File: src/rtl/sat_counter.sv
`default_nettype none
// +----------------------------------------------------------------------+
// | Module   : sat_counter                                               |
// | Purpose  : Registered up-counter that sticks at all-ones; clr wins   |
// | Revision : 1.0                                                       |
// +----------------------------------------------------------------------+
module sat_counter #(
    parameter int WIDTH = 32
) (
    input  logic             clk,
    input  logic             rst_n,
    input  logic             inc,
    input  logic             clr,
    output logic [WIDTH-1:0] count
);

    logic [WIDTH-1:0] r_count;

    always_ff @(posedge clk) begin
        if (!rst_n) begin
            r_count <= '0;
        end else if (clr) begin
            r_count <= '0;
        end else if (inc && (r_count != {WIDTH{1'b1}})) begin
            r_count <= r_count + 1'b1;
        end
    end

    assign count = r_count;

endmodule
`default_nettype wire

File: config.mk
export PLATFORM = sky130hd
export DESIGN_NAME = sat_counter
export DESIGN_NICKNAME = d
export VERILOG_FILES = /design/src/rtl/sat_counter.sv
export SDC_FILE = /design/constraint.sdc
export NUM_CORES = 1
export LEC_CHECK = 0
export BUFFER_PORTS_ARGS = -buffer_cell sky130_fd_sc_hd__buf_2
export CAP_MARGIN = 20
export CORE_ASPECT_RATIO = 0.8
export CORE_MARGIN = 2
export CORE_UTILIZATION = 50
export DETAILED_ROUTE_END_ITERATION = 16
export MAX_ROUTING_LAYER = met4
export PLACE_DENSITY_LB_ADDON = 0.3
export SLEW_MARGIN = 10
export SYNTH_ARGS = -nofsm -noshare
export SYNTH_HDL_FRONTEND = slang
export SYNTH_SLANG_ARGS = --single-unit
File: constraint.sdc
create_clock -name clk -period 2.57 [get_ports clk]
set_input_delay 0.1285 -clock clk [delete_from_list [all_inputs] [get_ports clk]]
set_output_delay 0.1285 -clock clk [all_outputs]
set_load 0.005 [all_outputs]
# Yosys cells after proc, flatten, opt, wreduce, memory -nomap -nowiden
# Cells that the tools add are included.
# op_classes
bitwise,1
n_addsub,1
n_reduce_logical,2
eq_ne,1
# ops
operator,count
32-bit by 1-bit adder with 32-bit output (second input constant),1
32-bit inequality test (second input constant),1
2-bit OR reduction,1
1-bit logical AND,1
1-bit inverter,1
# word_totals
wordCells,6
regBits,32
inputBits,4
out_inout_bits,32

# Logic depth before layout (Yosys ltp)
# Gate-level depths: netlist of run 1.
# depth
ltp_word,2
mapped_depth,7
depth_no_buf,6

# Worst setup path after synthesis of run 1
# OpenSTA, ideal clock, no wires.
# synth_path
kind,register -> register
from,register r_count[0] (netlist: count[0])
to,register r_count[18] (netlist: count[18])
path_slack_ns,0.650
synth_period_minus_slack_ns,1.920
arrival_ns,1.793
path_buffers,0
stages_incl_launch_ff,7
setup_ns,0.128
t_required_ns,2.442
cell_sequence,dfxtp_1 > ha_1 > and3_1 > nand4_1 > a2111oi_0 > xnor2_1 > nor2_1
# synth_via
elab_chain_len,2
word_cells_on_any_way,3
cone_classes,add/sub (1); eq/ne (1); reduce/logical (1)
# synth_rtl
element,line,text
start: declaration,17,logic [WIDTH-1:0] r_count;
start signal: assignment,25,r_count <= r_count + 1'b1;
branches (longest 2 deep; another with 32-bit by 1-bit adder with 32-bit output),n/a,
# Parallel ways; which one is timed is not known.
# A chain may end at the register's enable or synchronous reset.

# Final worst setup path of run 1
# layout_path
from,register r_count[16] (netlist: count[16])
to,register r_count[19] (netlist: count[19])
# The elaborated chain is that of the path after synthesis.

==> results of run 1 <==
[final cells by class]
type,count,area [µm²],area share
clock buffer,5,68.8,0.0352
inverter,2,7.51,0.00384
multi-input combinational,161,983,0.503
sequential,32,641,0.328
tap,40,50.0,0.0256
timing repair buffer,39,205,0.105
[worst paths after layout]
check	cells past startpoint	end	startpoint
max	6	count[19]	count[16]
min	4	count[5]	rst_n
max reg2reg	6	count[19]	count[16]
min reg2reg	2	count[30]	count[30]
[stage by stage]
step                hold slack (ns)   util
floorplan                     0.364      -
global placement              0.476  0.603
detailed placement            0.482  0.603
CTS                           0.228  0.625
global route                  0.251  0.625
finish                        0.223  0.625
[power by group through the flow]
stage	Sequential, mW	Clock [mW]	Combinational (mW)
4_1_cts	0.499	0.347	0.0299
2_1_floorplan	0.510	0	0.0213
3_5_place_dp	0.510	0	0.0297
3_3_place_gp	0.510	0	0.0294
6_report	0.499	0.339	0.0297
5_1_grt	0.499	0.366	0.0326
[kinds of logic (layout without fill, tap and decap cells)]
logic type	Yosys count	count (layout)	share of synthesized area
DFF	32	32	0.384
adders and majority gates	1	1	0.00750
muxes	1	1	0.00600
AOI/OAI and AO/OA	50	50	0.184
buffers and inverters	10	46	0.0263
xor gates and xnor gates	9	9	0.0473
and+or+nand+nor	100	100	0.345
[metal layers]
metal,global-route usage,share of wire,vias up
met4,0.0514,0.0077,0
met1,0.306,0.52,736
met5,-,0,-
met3,0.0567,0.048,4
met2,0.297,0.42,34
li1,-,-,843
[worst max-delay path, delay by kind of cell (launching register included)]
kind                   cells  cell delay, ns
AND/OR/NAND/NOR            3            0.98
flip-flops                 1            0.43
AO/OA/AOI/OAI              2            0.28
buffers and inverters      1            0.27
[cell usage after synthesis, types with 2 or more instances]
library cell / number
o21ai_1: 10
or2_2: 3
inv_1: 2
clkbuf_1: 5
and4_1: 3
xnor2_1: 9
or4_1: 2
nand2b_1: 2
nand4_1: 14
o21ai_0: 5
nor3_2: 2
nor2_1: 16
or3_1: 15
nand3_1: 10
nand2_1: 15
a21oi_1: 21
dfxtp_1: 32
buf_2: 2
a31o_1: 2
nor4_2: 2
a211oi_1: 3
and3_1: 9
a2111oi_0: 2
==> reports/results.ini, run 1 <==
[run_status]
outcome = finished, final reports clean

[sta]
slew_viol_final = 0
period_share = 0.811
setup_violations = 0
tns_ns = 0
period_minus_slack_ns = 2.08
rsz0062_at_grt = false
timing.slew.headroom = 0.627
hold_viol_final = 0
max_freq_mhz = 480
worst_pin_slew_ns = 0.545
skew_ns = 0.00317
worst_slack_ns = 0.486

[grt]
gr-total-overflow = 0
grt_max_degree = 31
grt_pass1_vias = 1339
grt_pass1_wl_um = 6150
antenna_found_initial = 0
grt_use_total = 0.213

[routing]
drt_wl_total_um = 3750
vias = 1617
antenna_left = 0
drt-initial-drc-count = 75
vias_per_cell = 5.80
avgRoutedWirePerCell_um = 13.4
drc_errors = 0
detail_route.first_pass.iterations = 4

[power_and_ir_drop]
power.net_switching_mw = 0.187
total_power_mw = 0.867
pwr-share-clk = 0.391
p_leak_nw = 0.714
peakVddDrop_v = 0.000303
swShare = 0.216
share_comb_of_total_power = 0.034
seqPwrFrac = 0.575
p_per_area_nw_per_um2 = 444
p_int_mw = 0.680

[setup_path]
worstSetupPathType = flip-flop to flip-flop
cpMaxStageDelayCell = or4_4
cpPeakStageDelay_ns = 0.60
crit_chain = nand4_1 > or4_4 > o31ai_4 > buf_4 > or3_1 > a21oi_1
rrSetupSlack_ns = 0.49
crit_required_ns = 2.72
end_kind = flip-flop
cp-start-kind = flip-flop
critical_path_arrival_ns = 2.23
worstPathMaxFanout = 23

[hold_path]
hold_class = input port to flip-flop

[cells_and_area]
n_fill_cell = 286
final_area_um2 = 1960
area_delta_synth_final_pct = 17.3
diodes = 0
layout-drive-gt1-share = 0.226
largest_register_ffs = 32
mostFrequentLayoutCells = buf_2, dfxtp_1, a21oi_1
layout.nets = 246
final_cells = 279
layout_commonest_cell = buf_2

[clock_network]
post_cts_buffers = 0
clockBufferDepth = 2
cts_resized = 0
hold_buffers = 0
cts_tree = done
cts_buffers = 5
worst_skew_pair.late_latency_ns = 0.28
htreeDepth = 2
clock_sinks = 32
cts.clk_slew.worst_paths_ns = 0.06
root_buffer = clkbuf_8

[yosys]
netlist_area_um2 = 1670
async_flop_share = 0
syn_inst = 203
synth-seq-cells = 32
synth_edf_count = 0
synth.area.top_cells = dfxtp_1, a21oi_1, or3_1
netlist.area_leader.share = 0.384
synth_area_per_cell_um2 = 8.22
yosys_warnings = 0
synth.largest_area_cell = dfxtp_1
yosysSeqAreaShare = 0.384
yosysUniqueCellTypes = 40
syn_nets = 208
ys.flop_type = dfxtp_1

[floorplan]
dieWidth_um = 68.6
rows = 18
io_pins = 36
die_area_um2 = 3820
start_util = 0.533
die-height_um = 55.7
core_um2 = 3130

[placement]
hpwl_um = 2710
place_congestion = 0.827
place_area_um2 = 1890
numPortBuffers = 35
place_inst = 274
post-place-ws_ns = 0.516

[flow_run]
drv_cap = 0

Note: power is estimated with default switching activity, not from simulation.
==> run 2, diff against run 1 <==
ABC_AREA = 1   (was unset)
clock period = 2.1 ns   (was 2.57 ns; I/O delays follow)
==> reports/results.ini, run 2 <==
[run_status]
outcome = finished, final reports clean

[cells_and_area]
diodes = 0
mostFrequentLayoutCells = nand2_1, nor2_1, buf_2
layout.nets = 372
area_delta_synth_final_pct = 13.8
layout_commonest_cell = nand2_1
n_fill_cell = 379
largest_register_ffs = 32
layout-drive-gt1-share = 0.196
final_util = 0.607

[yosys]
post-synth-top-count-cell = nand2_1
yosys_warnings = 0
yosysUniqueCellTypes = 27
synth.largest_area_cell = dfxtp_1
netlist.area_leader.share = 0.310
async_flop_share = 0
syn_inst = 332
ys.flop_type = dfxtp_1
netlist_area_um2 = 2070
synth.area.top_cells = dfxtp_1, nand2_1, nor2_1
synth_edf_count = 0
synthTopCellsByCount = nand2_1, nor2_1, dfxtp_1, inv_1, nand3_1
syn_nets = 337
synth_area_per_cell_um2 = 6.23
yosysSeqAreaShare = 0.310
synth-seq-cells = 32

[clock_network]
worst_skew_pair.late_latency_ns = 0.28
post_cts_buffers = 0
htreeDepth = 2
hold_buffers = 0
cts.clk_slew.worst_paths_ns = 0.06
clock_sinks = 32
cts_resized = 0
clockBufferDepth = 2
root_buffer = clkbuf_8
cts_tree = done
cts_buffers = 5

[floorplan]
core_um2 = 3880
io_pins = 36
start_util = 0.534
die_area_um2 = 4670
rows = 20
die-height_um = 61.5
dieWidth_um = 75.9

[setup_path]
crit_required_ns = 2.31
worstSetupPathType = flip-flop to flip-flop
worstPathMaxFanout = 25
end_kind = flip-flop
r2r-start = count[0]
reg2reg_depth = 9
rr_endpoint = count[0]
cp-start-kind = flip-flop
worstSetupStartpoint = count[0]
critical_path_arrival_ns = 2.04
worstSetupEndpoint = count[0]
rrSetupSlack_ns = 0.27

[sta]
hold_viol_final = 0
tns_ns = 0
timing.slew.headroom = 0.787
period_minus_slack_ns = 1.83
worst_pin_slew_ns = 0.320
period_share = 0.872
worst_slack_ns = 0.268
skew_ns = 0.00240
setup_violations = 0
max_freq_mhz = 546
rsz0062_at_grt = false
slew_viol_final = 0

[routing]
drc_errors = 0
vias_per_cell = 5.02
vias = 2119
avgRoutedWirePerCell_um = 11.8
drt_wl_total_um = 4990
antenna_left = 0
detail_route.first_pass.iterations = 5
drt-initial-drc-count = 141

[power_and_ir_drop]
swShare = 0.213
pwr-share-clk = 0.439
p_per_area_nw_per_um2 = 493
p_leak_nw = 0.986
peakVddDrop_v = 0.000365
share_comb_of_total_power = 0.034
seqPwrFrac = 0.527
p_int_mw = 0.914
power.net_switching_mw = 0.247

[placement]
numPortBuffers = 35
place_congestion = 0.880
hpwl_um = 3750
post-place-ws_ns = 0.313

[hold_path]
hold_class = input port to flip-flop

[grt]
gr-total-overflow = 0
grt_pass1_wl_um = 8290
antenna_found_initial = 0
grt_max_degree = 30
grt_pass1_vias = 1737
grt_use_total = 0.232

[flow_run]
drv_cap = 0

[run 2: changes by cell type after synthesis, moves of 10 or more]
cell | previous run | this run
nand2_1 | 15 | 88
inv_1 | 2 | 32
or3_1 | 15 | 0
nand3_1 | 10 | 27
nor2_1 | 16 | 72
o21ai_1 | 10 | 0
[run 2: worst min-delay path by stage]
stage / startpoint / to / slack (ns) / cells after the start
6_report: inc / count[1] / 0.21 / 3
5_1_grt: inc / count[6] / 0.22 / 3
4_1_cts: inc / count[6] / 0.20 / 3
3_5_place_dp: inc / count[6] / 0.50 / 3
3_3_place_gp: inc / count[0] / 0.50 / 3
2_1_floorplan: inc / count[3] / 0.40 / 5
[run 2: cell families (layout without fill, tap and decap cells)]
| logic type | count (synthesis) | in the layout | synth area share |
|---|---|---|---|
| fa+ha+maj | 1 | 1 | 0.00604 |
| compound gates | 27 | 27 | 0.0671 |
| simple gates | 227 | 227 | 0.514 |
| xor+xnor | 2 | 2 | 0.00847 |
| flops | 32 | 32 | 0.310 |
| buf+inv | 43 | 78 | 0.0949 |
[run 2: routing by layer]
layer / GRT usage / routed length, µm / vias to the layer above
li1: - / - / 1111
met4: 0.0545 / 29 / 0
met5: - / 0 / -
met2: 0.346 / 2080 / 70
met3: 0.0528 / 385 / 5
met1: 0.324 / 2490 / 933
[run 2: worst max-delay path, cell delays in order, from the launching register on]
cell and delay, ns:
dfxtp_1 0.41, ha_1 0.24, nand2_2 0.09, nor2_4 0.15, nand2_4 0.08, nor2_4 0.12
nand3_4 0.24, nand2_2 0.21, nand2_1 0.07, a21oi_1 0.13
[run 2: area by class of cell]
type,instances,area (µm²),share of cell area
well taps,55,68.8,0.0292
flip-flops and latches,32,641,0.272
clock buffers,7,96.3,0.0409
inverters,35,131,0.0558
multi-input cells,257,1230,0.524
repair buffers,36,183,0.0776
[run 2: per-stage QoR]
stage / total power, mW / cell area (µm²) / hold WS (ns) / std cells
after floorplan: 0.654 / 2070 / 0.404 / 332
after global placement: 0.664 / 2260 / 0.499 / 415
after detailed placement: 0.665 / 2260 / 0.505 / 415
after CTS: 1.18 / 2350 / 0.204 / 422
after global routing: 1.22 / 2350 / 0.219 / 422
final: 1.16 / 2350 / 0.208 / 422
[run 2: power by group through the flow]
stage	sequential, mW	clock, mW	combinational, mW
2_1_floorplan	0.625	0	0.0294
5_1_grt	0.611	0.561	0.0457
3_5_place_dp	0.625	0	0.0401
4_1_cts	0.611	0.527	0.0401
6_report	0.612	0.510	0.0397
3_3_place_gp	0.625	0	0.0393
==> run 3, diff against run 2 <==
CELL_PAD_IN_SITES_DETAIL_PLACEMENT = 0   (was unset)
CELL_PAD_IN_SITES_GLOBAL_PLACEMENT = 2   (was unset)
CORE_UTILIZATION = 29   (was 50)
CTS_CLUSTER_DIAMETER = 40   (was unset)
==> reports/results.ini, run 3 (same netlist as run 2, synthesis figures left out) <==
[run_status]
outcome = finished, final reports clean

[sta]
timing.slew.headroom = 0.768
period_share = 0.874
tns_ns = 0
hold_viol_final = 0
hold_ws_ns = 0.210
period_minus_slack_ns = 1.84
slew_viol_final = 0
setup_violations = 0
skew_ns = 0.00443
worst_pin_slew_ns = 0.346
max_freq_mhz = 545
rsz0062_at_grt = false

[cells_and_area]
layout.nets = 373
mostFrequentLayoutCells = nand2_1, nor2_1, buf_2
seqCellArea_um2 = 641
multi_input_area_um2 = 1230
layout-drive-gt1-share = 0.195
area_delta_synth_final_pct = 15.8
n_fill_cell = 791
largest_register_ffs = 32
final_cells = 456
layout_commonest_cell = nand2_1
diodes = 0

[setup_path]
cpPeakStageDelay_ns = 0.41
worstSetupPathType = flip-flop to flip-flop
critical_path_arrival_ns = 2.02
worstPathMaxFanout = 28
crit_required_ns = 2.29
critPathMostFrequentCell = nand2_1
cpMaxStageDelayCell = dfxtp_1
end_kind = flip-flop
cp-start-kind = flip-flop
crit_chain = ha_1 > nand2_2 > nor2_4 > nand2_2 > inv_2 > nand3_4 > nand2_1 > nand2_1 > nand2_1 > nor2_1

[routing]
dr_wl_met2_um = 2440
vias_per_cell = 4.64
drc_errors = 0
antenna_left = 0
drt-initial-drc-count = 120
drt_wl_total_um = 6130
met3WireLength_um = 183
wl_met1_um = 3460
avgRoutedWirePerCell_um = 13.4
vias = 2116
detail_route.first_pass.iterations = 4
top_layer = met4

[floorplan]
io_pins = 36
dieWidth_um = 98.4
rows = 27
die-height_um = 79.6
start_util = 0.300
core_um2 = 6890
die_area_um2 = 7830

[hold_path]
hold_class = input port to flip-flop

[grt]
gr-total-overflow = 0
grt_pass1_vias = 1960
grt_max_degree = 30
grt_pass1_wl_um = 10200
grt_use_total = 0.168
antenna_found_initial = 0

[placement]
place_congestion = 0.821
numPortBuffers = 35
place_inst = 448
hpwl_um = 4610

[flow_run]
drv_cap = 0

[clock_network]
worst_skew_pair.late_latency_ns = 0.29
htreeDepth = 2
cts.clk_slew.worst_paths_ns = 0.07
cts_resized = 0
cts_tree = done
cts_buffers = 5
hold_buffers = 0
root_buffer = clkbuf_8
post_cts_buffers = 0
clock_sinks = 32
clockBufferDepth = 2

[power_and_ir_drop]
total_power_mw = 1.17
p_per_area_nw_per_um2 = 486
peakVddDrop_v = 0.000223
p_leak_nw = 0.987

-- run 3: cell types whose count changed in the layout (fill, tap and decap cells not counted), sizes merged --
cell / delta
buf: +1
clkbuf: +1
-- run 3: path summary, 6_finish.rpt --
check	to	start	slack, ns	cells after the start
min reg2reg	count[1]	count[1]	0.51	2
max	count[17]	count[0]	0.26	10
max reg2reg	count[17]	count[0]	0.26	10
min	count[6]	inc	0.21	3
-- run 3: stage by stage --
| stage | worst slack, ns | util | cell area, µm² |
|---|---|---|---|
| after floorplan | 0.539 | - | 2070 |
| after global placement | 0.355 | 0.335 | 2310 |
| after detailed placement | 0.277 | 0.335 | 2310 |
| after CTS | 0.260 | 0.348 | 2400 |
| after global routing | 0.0721 | 0.348 | 2400 |
| final | 0.264 | 0.348 | 2400 |
-- run 3: report_power, final --
part | total (mW) | switching [mW] | internal, mW
registers | 0.611 | 0.00292 | 0.608
clock network | 0.513 | 0.245 | 0.268
logic | 0.0414 | 0.0277 | 0.0137
total | 1.17 | 0.276 | 0.890
-- run 3: area by class of cell --
type	instances	share of cell area
Clock buffer	8	0.0376
Inverter	35	0.0548
Multi-Input combinational cell	257	0.515
Sequential cell	32	0.267
Tap cell	87	0.0454
Timing Repair Buffer	37	0.0794
-- run 3: layer usage --
| layer | GRT usage | vias up |
|---|---|---|
| met5 | - | - |
| met4 | 0.0329 | 0 |
| met3 | 0.0298 | 7 |
| met2 | 0.240 | 40 |
| met1 | 0.247 | 948 |
| li1 | - | 1121 |
-- run 3: worst max-delay path: cells and delay by family, from the launching register on --
family	cells	cell delay (ns)
simple gates	8	1.00
fa+ha+maj	1	0.24
buf+inv	1	0.09
flops	1	0.41
